$ cat src/rtl/arrow_judge.sv
`default_nettype none
// +----------------------------------------------------------------------------+
// | arrow_judge : lane hit judgement, score/combo/miss counters, game flow     |
// | Revision    : 1.0                                                          |
// +----------------------------------------------------------------------------+
module arrow_judge #(
  parameter int FRAMES      = 200,
  parameter int PERF_LO     = 150,
  parameter int PERF_HI     = 185,
  parameter int GOOD_LO     = 130,
  parameter int GOOD_HI     = 199,
  parameter int HOLD_CYCLES = 12500000,
  parameter int MISS_LIMIT  = 10
) (
  input  logic        pclk,
  input  logic        rst_n,
  input  logic        enter,
  input  logic [3:0]  btn,
  input  logic [3:0]  visible,
  input  logic [7:0]  d_fc,
  input  logic [7:0]  u_fc,
  input  logic [7:0]  l_fc,
  input  logic [7:0]  r_fc,
  output logic [2:0]  decode,
  output logic [13:0] score,
  output logic [7:0]  combo,
  output logic [7:0]  max_combo,
  output logic [3:0]  misses,
  output logic [1:0]  state,
  output logic        overrun
);

  typedef enum logic [1:0] {
    S_IDLE = 2'd0,
    S_PLAY = 2'd1,
    S_OVER = 2'd2
  } state_t;

  localparam int              c_HOLD_W     = $clog2(HOLD_CYCLES + 1);
  localparam logic [c_HOLD_W-1:0] c_HOLD   = c_HOLD_W'(HOLD_CYCLES);
  localparam logic [7:0]      c_FRAMES     = 8'(FRAMES);
  localparam logic [7:0]      c_PERF_LO    = 8'(PERF_LO);
  localparam logic [7:0]      c_PERF_HI    = 8'(PERF_HI);
  localparam logic [7:0]      c_GOOD_LO    = 8'(GOOD_LO);
  localparam logic [7:0]      c_GOOD_HI    = 8'(GOOD_HI);
  localparam logic [3:0]      c_MISS_LIMIT = 4'(MISS_LIMIT);
  localparam logic [1:0]      c_PERFECT    = 2'd1;
  localparam logic [1:0]      c_GOOD       = 2'd2;
  localparam logic [1:0]      c_MISS       = 2'd3;

  state_t              r_state;
  logic                r_enter_s1, r_enter_s2, r_enter_prev, r_enter_edge;
  logic [3:0]          r_btn_s1, r_btn_s2, r_btn_prev, r_btn_edge;
  logic [3:0]          r_vis, r_vis_q, r_hit_done;
  logic [1:0]          r_slot [4];
  logic [c_HOLD_W-1:0] r_hold;

  logic [7:0] w_fc [4];
  logic [1:0] w_code [4];
  logic [3:0] w_rise, w_fall, w_ev, w_drain;
  logic [1:0] w_dcode;
  logic [7:0] w_combo_inc;
  logic       w_play, w_go_over, w_flush, w_drop;

  assign w_fc[0]     = d_fc;
  assign w_fc[1]     = u_fc;
  assign w_fc[2]     = l_fc;
  assign w_fc[3]     = r_fc;
  assign w_play      = (r_state == S_PLAY);
  assign w_rise      = r_vis & ~r_vis_q;
  assign w_fall      = r_vis_q & ~r_vis;
  assign w_combo_inc = (combo == 8'hFF) ? 8'hFF : combo + 8'd1;
  assign state       = r_state;

  // A press in the same cycle as a visibility fall still counts as visible.
  always_comb begin
    w_ev = '0;
    for (int i = 0; i < 4; i++) begin
      w_code[i] = c_MISS;
      if (w_play) begin
        if (r_btn_edge[i]) begin
          if (!(r_vis[i] | w_fall[i])) begin
            w_ev[i] = 1'b1;
          end else if (!(r_hit_done[i] & ~w_rise[i])) begin
            w_ev[i] = 1'b1;
            if (w_fc[i] >= c_PERF_LO && w_fc[i] <= c_PERF_HI && w_fc[i] < c_FRAMES)
              w_code[i] = c_PERFECT;
            else if (w_fc[i] >= c_GOOD_LO && w_fc[i] <= c_GOOD_HI && w_fc[i] < c_FRAMES)
              w_code[i] = c_GOOD;
          end
        end else if (w_fall[i] && !r_hit_done[i]) begin
          w_ev[i] = 1'b1;
        end
      end
    end
  end

  always_comb begin
    w_drain = 4'b0000;
    w_dcode = 2'd0;
    if (w_play) begin
      if (r_slot[0] != 2'd0) begin
        w_drain = 4'b0001; w_dcode = r_slot[0];
      end else if (r_slot[1] != 2'd0) begin
        w_drain = 4'b0010; w_dcode = r_slot[1];
      end else if (r_slot[2] != 2'd0) begin
        w_drain = 4'b0100; w_dcode = r_slot[2];
      end else if (r_slot[3] != 2'd0) begin
        w_drain = 4'b1000; w_dcode = r_slot[3];
      end
    end
  end

  assign w_go_over = (w_drain != 4'b0000) && (w_dcode == c_MISS) &&
                     ((misses + 4'd1) == c_MISS_LIMIT);
  assign w_flush   = !w_play || w_go_over;
  assign w_drop    = (w_ev[0] && r_slot[0] != 2'd0) || (w_ev[1] && r_slot[1] != 2'd0) ||
                     (w_ev[2] && r_slot[2] != 2'd0) || (w_ev[3] && r_slot[3] != 2'd0);

  always_ff @(posedge pclk or negedge rst_n) begin
    if (!rst_n) begin
      r_enter_s1   <= 1'b0;
      r_enter_s2   <= 1'b0;
      r_enter_prev <= 1'b0;
      r_enter_edge <= 1'b0;
      r_btn_s1     <= '0;
      r_btn_s2     <= '0;
      r_btn_prev   <= '0;
      r_btn_edge   <= '0;
      r_vis        <= '0;
      r_vis_q      <= '0;
      r_hit_done   <= '0;
      for (int i = 0; i < 4; i++) r_slot[i] <= 2'd0;
    end else begin
      r_enter_s1   <= enter;
      r_enter_s2   <= r_enter_s1;
      r_enter_prev <= r_enter_s2;
      r_enter_edge <= r_enter_s2 & ~r_enter_prev;
      r_btn_s1     <= btn;
      r_btn_s2     <= r_btn_s1;
      r_btn_prev   <= r_btn_s2;
      r_btn_edge   <= r_btn_s2 & ~r_btn_prev;
      r_vis        <= visible;
      r_vis_q      <= r_vis;
      for (int i = 0; i < 4; i++) begin
        if (r_state == S_IDLE && r_enter_edge)
          r_hit_done[i] <= 1'b0;
        else if (w_play && r_btn_edge[i] && (r_vis[i] | w_fall[i]))
          r_hit_done[i] <= 1'b1;
        else if (w_rise[i])
          r_hit_done[i] <= 1'b0;

        // A slot being drained this cycle still counts as full.
        if (w_flush)
          r_slot[i] <= 2'd0;
        else if (w_ev[i] && r_slot[i] == 2'd0)
          r_slot[i] <= w_code[i];
        else if (w_drain[i])
          r_slot[i] <= 2'd0;
      end
    end
  end

  always_ff @(posedge pclk or negedge rst_n) begin
    if (!rst_n) begin
      r_state   <= S_IDLE;
      r_hold    <= '0;
      decode    <= 3'd0;
      score     <= 14'd0;
      combo     <= 8'd0;
      max_combo <= 8'd0;
      misses    <= 4'd0;
      overrun   <= 1'b0;
    end else begin
      if (w_drop) overrun <= 1'b1;
      if (r_hold != '0) begin
        r_hold <= r_hold - c_HOLD_W'(1);
        if (r_hold == c_HOLD_W'(1)) decode <= 3'd0;
      end
      case (r_state)
        S_IDLE: begin
          if (r_enter_edge) begin
            r_state   <= S_PLAY;
            score     <= 14'd0;
            combo     <= 8'd0;
            max_combo <= 8'd0;
            misses    <= 4'd0;
            overrun   <= 1'b0;
          end
        end
        S_PLAY: begin
          if (w_drain != 4'b0000) begin
            decode <= {1'b0, w_dcode};
            r_hold <= c_HOLD;
            if (w_dcode == c_MISS) begin
              combo  <= 8'd0;
              misses <= misses + 4'd1;
            end else begin
              if (w_dcode == c_PERFECT)
                score <= (score >= 14'd9997) ? 14'd9999 : score + 14'd3;
              else
                score <= (score >= 14'd9999) ? 14'd9999 : score + 14'd1;
              combo <= w_combo_inc;
              if (w_combo_inc > max_combo) max_combo <= w_combo_inc;
            end
          end
          if (w_go_over) begin
            r_state <= S_OVER;
            decode  <= 3'd4;
            r_hold  <= '0;
          end else if (r_enter_edge) begin
            r_state <= S_IDLE;
          end
        end
        S_OVER: begin
          if (r_enter_edge) begin
            r_state <= S_IDLE;
            decode  <= 3'd0;
          end
        end
        default: r_state <= S_IDLE;
      endcase
    end
  end

endmodule
`default_nettype wire
$ cat config.mk
export PLATFORM = sky130hd
export DESIGN_NAME = arrow_judge
export DESIGN_NICKNAME = d
export VERILOG_FILES = /design/src/rtl/arrow_judge.sv
export SDC_FILE = /design/constraint.sdc
export NUM_CORES = 1
export LEC_CHECK = 0
export CORE_MARGIN = 1.5
export CORE_UTILIZATION = 45
export CTS_CLUSTER_DIAMETER = 60
export CTS_CLUSTER_SIZE = 12
export DETAILED_ROUTE_END_ITERATION = 16
export DONT_BUFFER_PORTS = 1
export PLACE_DENSITY = 0.65
export REMOVE_ABC_BUFFERS = 1
export SYNTH_ARGS = -nofsm -noshare
export SYNTH_HDL_FRONTEND = slang
export SYNTH_SLANG_ARGS = --single-unit
$ cat constraint.sdc
create_clock -name pclk -period 4 [get_ports pclk]
set_input_delay 0.8 -clock pclk [delete_from_list [all_inputs] [get_ports pclk]]
set_output_delay 0.8 -clock pclk [all_outputs]
set_load 0.005 [all_outputs]
==> flow_metrics.env <==
export IMPL_hp_class="primary input to async pin"
export IMPL_seq_area_sq_um=2600
export IMPL_final_nets=698
export IMPL_synth_edf_count=0
export IMPL_wl_met3_microns=775
export IMPL_grt_start_max_net_pins=105
export IMPL_synth_cells=638
export IMPL_multi_input_area_sq_um=3110
export IMPL_clk_pin_slew_ns=0.07
export IMPL_dieHeight_microns=118
export IMPL_m1WireLength_microns=6390
export IMPL_ir_worst_vdd_v=0.000239
export IMPL_grt_pass1_vias=4723
export IMPL_min_period_over_period_pct=78.8
export IMPL_globalplace_congestion=0.896
export IMPL_maxSlewHeadroom_pct=51.3
export IMPL_max_freq_ghz=0.317
export IMPL_fillers=1215
export IMPL_synthToLayoutAreaGrowth_pct=8.00
export IMPL_postCtsSetupRepairBufs=0
export IMPL_holdWs_ns=0.129
export IMPL_root_buffer="clkbuf_16"
export IMPL_cts_repair_resize_count=0
export IMPL_diodes=0
export IMPL_drt_initial_drc_count=368
export IMPL_synthesis_area_sq_um=5910
export IMPL_wirelength_microns=13900
export IMPL_cp_start_kind="register"
export IMPL_critPathKind="register to register"
export IMPL_arrival_ns=3.40
export IMPL_clock_latency_ns=0.36
export IMPL_antenna_found_initial=0
export IMPL_final_hold_viol_count=0
export IMPL_reg2reg_depth=13
export IMPL_grt_pass1_wl_microns=23500
export IMPL_dieArea_sq_um=13800
export IMPL_drc=0
export IMPL_vias_per_cell=6.03
export IMPL_port_buffers=0
export IMPL_power_density_nw_per_um2=605
export IMPL_synth_warnings=0
export IMPL_core_sq_um=12700
export IMPL_cts_tree="built"
export IMPL_io_pins=83
export IMPL_numCtsBuffers=9
export IMPL_period_needed_ns=3.15
export IMPL_dieWidth_microns=118
export IMPL_grtUsageTotal_pct=20.9
export IMPL_cp_required_ns=4.25
export IMPL_critPathMaxFanout=9
export IMPL_drive_gt1_share_pct=6.42
export IMPL_ctsHoldBuffers=0
export IMPL_finalSetupViolCount=0
export IMPL_cts_htree_levels=3
export IMPL_grt_overflow_total=0
export IMPL_tightest_slew_ns=0.724
export IMPL_hpwl_microns=9670
export IMPL_cts_max_path_buffers=2
export IMPL_drtPass1Iterations=5
export IMPL_run_status="completed"
export IMPL_ys_seq_area_share_pct=44.0
export IMPL_slew_viol_final=0
export IMPL_syn_area_per_cell_sq_um=9.27
export IMPL_yosysUniqueCellTypes=66
export IMPL_wl_per_cell_microns=17.2
export IMPL_num_rows=41
export IMPL_cts_sinks=104
export IMPL_highest_layer="met4"
export IMPL_dr_wl_met2_microns=6530
export IMPL_synthFlopType="dfrtp_1"
export IMPL_start_util_pct=46.5
export IMPL_drtAntennaViolNets=0
export IMPL_rsz0062_at_grt="no"
export IMPL_postSynth_asyncResetShare_pct=100
export IMPL_fin_skew_ns=0.00392
export IMPL_max_cap_violations=0
export IMPL_dr_total_vias=4893
export IMPL_end_kind="register"
export IMPL_tns_ns=0
export IMPL_ys_ff_latch=104
export IMPL_p_leak_nw=2.57
[metal layers]
layer  track usage (%)  vias up
met4              6.25        0
met3              5.86       24
met2              33.7      131
li1                  -     2354
met1              27.4     2384
met5                 0        -
[final cells by class]
class | instances | share of cell area (%)
Clock buffer | 11 | 3.96
Clock inverter | 5 | 0.627
Inverter | 31 | 1.82
Multi-Input combinational cell | 482 | 48.8
Sequential cell | 104 | 40.8
Tap cell | 172 | 3.37
Timing Repair Buffer | 6 | 0.705
[worst paths after layout]
kind	from	to	slack, ns
max	combo[0]$_DFFE_PN0P_	max_combo[2]$_DFFE_PN0P_	0.85
min	rst_n	r_hold[0]$_DFF_PN0_	0.13
min reg2reg	r_btn_s1[0]$_DFF_PN0_	r_btn_s2[0]$_DFF_PN0_	0.35
min in group pclk	r_btn_s1[0]$_DFF_PN0_	r_btn_s2[0]$_DFF_PN0_	0.35
max in group asynchronous	rst_n	score[6]$_DFFE_PN0P_	3.73
max reg2reg	combo[0]$_DFFE_PN0P_	max_combo[2]$_DFFE_PN0P_	0.85
[worst max-delay path, cell delays in order, from the launching register on]
cell and delay (ns):
dfrtp_1 0.45, ha_1 0.30, nand2_1 0.07, nor2_1 0.13, nand3_1 0.23, nand2b_1 0.22, ha_1 0.27, nor2b_1 0.14
o21a_1 0.16, o21ai_0 0.14, a211oi_1 0.09, buf_4 0.16, or2_2 0.36, o311ai_0 0.31
[per-stage QoR]
stage	std cells	power [W]	setup WS (ns)	util, %	area, sq um
2_1_floorplan	617	0.00251	0.926	-	5830
5_1_grt	811	0.00414	0.527	50.2	6390
6_report	811	0.00386	0.850	50.2	6390
3_3_place_gp	795	0.00295	0.947	47.9	6090
3_5_place_dp	795	0.00299	0.883	47.9	6090
4_1_cts	811	0.00388	0.837	50.2	6390
[Yosys cell counts (4+ instances only)]
cell	count	area share [%]
nor2b_1	9	0.95
a21o_1	12	1.5
nor4_1	15	1.6
a21oi_1	39	3.3
o211ai_1	20	2.5
or4_1	7	0.89
nand2b_1	11	1.2
a22o_1	6	0.89
o31ai_1	6	0.76
ha_1	21	4.4
o21ai_0	34	2.9
xnor2_1	18	2.7
nor3_1	18	1.5
nor2_1	52	3.3
nand4_1	6	0.63
dfrtp_1	104	44
nand2_1	65	4.1
and2_1	6	0.63
o2111ai_1	9	1.3
o22a_1	5	0.74
a31o_2	4	0.59
inv_1	31	2.0
a31oi_1	5	0.53
or2_2	4	0.42
mux2i_1	6	1.0
xor2_1	8	1.2
nor3b_1	5	0.63
a32o_1	6	1.0
clkbuf_1	18	1.1
or3_1	9	0.95
nand3_1	20	1.7
[cell families after synthesis]
logic type	count (synthesis)	share of synthesized area (%)
adder cells (fa/ha/maj)	22	4.61
multiplexers	8	1.40
buffers and inverters	52	3.32
AO/OA/AOI/OAI	187	22.2
AND/OR/NAND/NOR	239	20.6
XOR/XNOR	26	3.85
flip-flops	104	44.0
[state kept, by name, indices dropped and copies added (netlist names), 2 cells and up]
register / count
r_hold: 24
score: 14
combo: 8
max_combo: 8
r_slot: 8
misses: 4
r_btn_edge: 4
r_btn_prev: 4
r_btn_s1: 4
r_btn_s2: 4
r_hit_done: 4
r_vis: 4
r_vis_q: 4
decode: 3
state: 2
[where the power goes]
group	switching, W	internal (W)
combinational	0.000958	0.000556
clock	0.000413	0.000461
sequential	0.000250	0.00122
[cell usage in the layout (no fill, tap or decap), types with 7 or more instances in the layout]
cell type	count
nor2_1	52
or4_1	7
nor2b_1	9
ha_1	21
or3_1	9
xnor2_1	18
a21o_1	12
o21ai_0	34
inv_1	31
nand2b_1	11
nand2_1	65
a21oi_1	39
clkbuf_16	9
xor2_1	8
nor3_1	18
o2111ai_1	9
nand3_1	20
dfrtp_1	104
o211ai_1	20
nor4_1	15
Note: power is estimated with default switching activity, not from simulation.
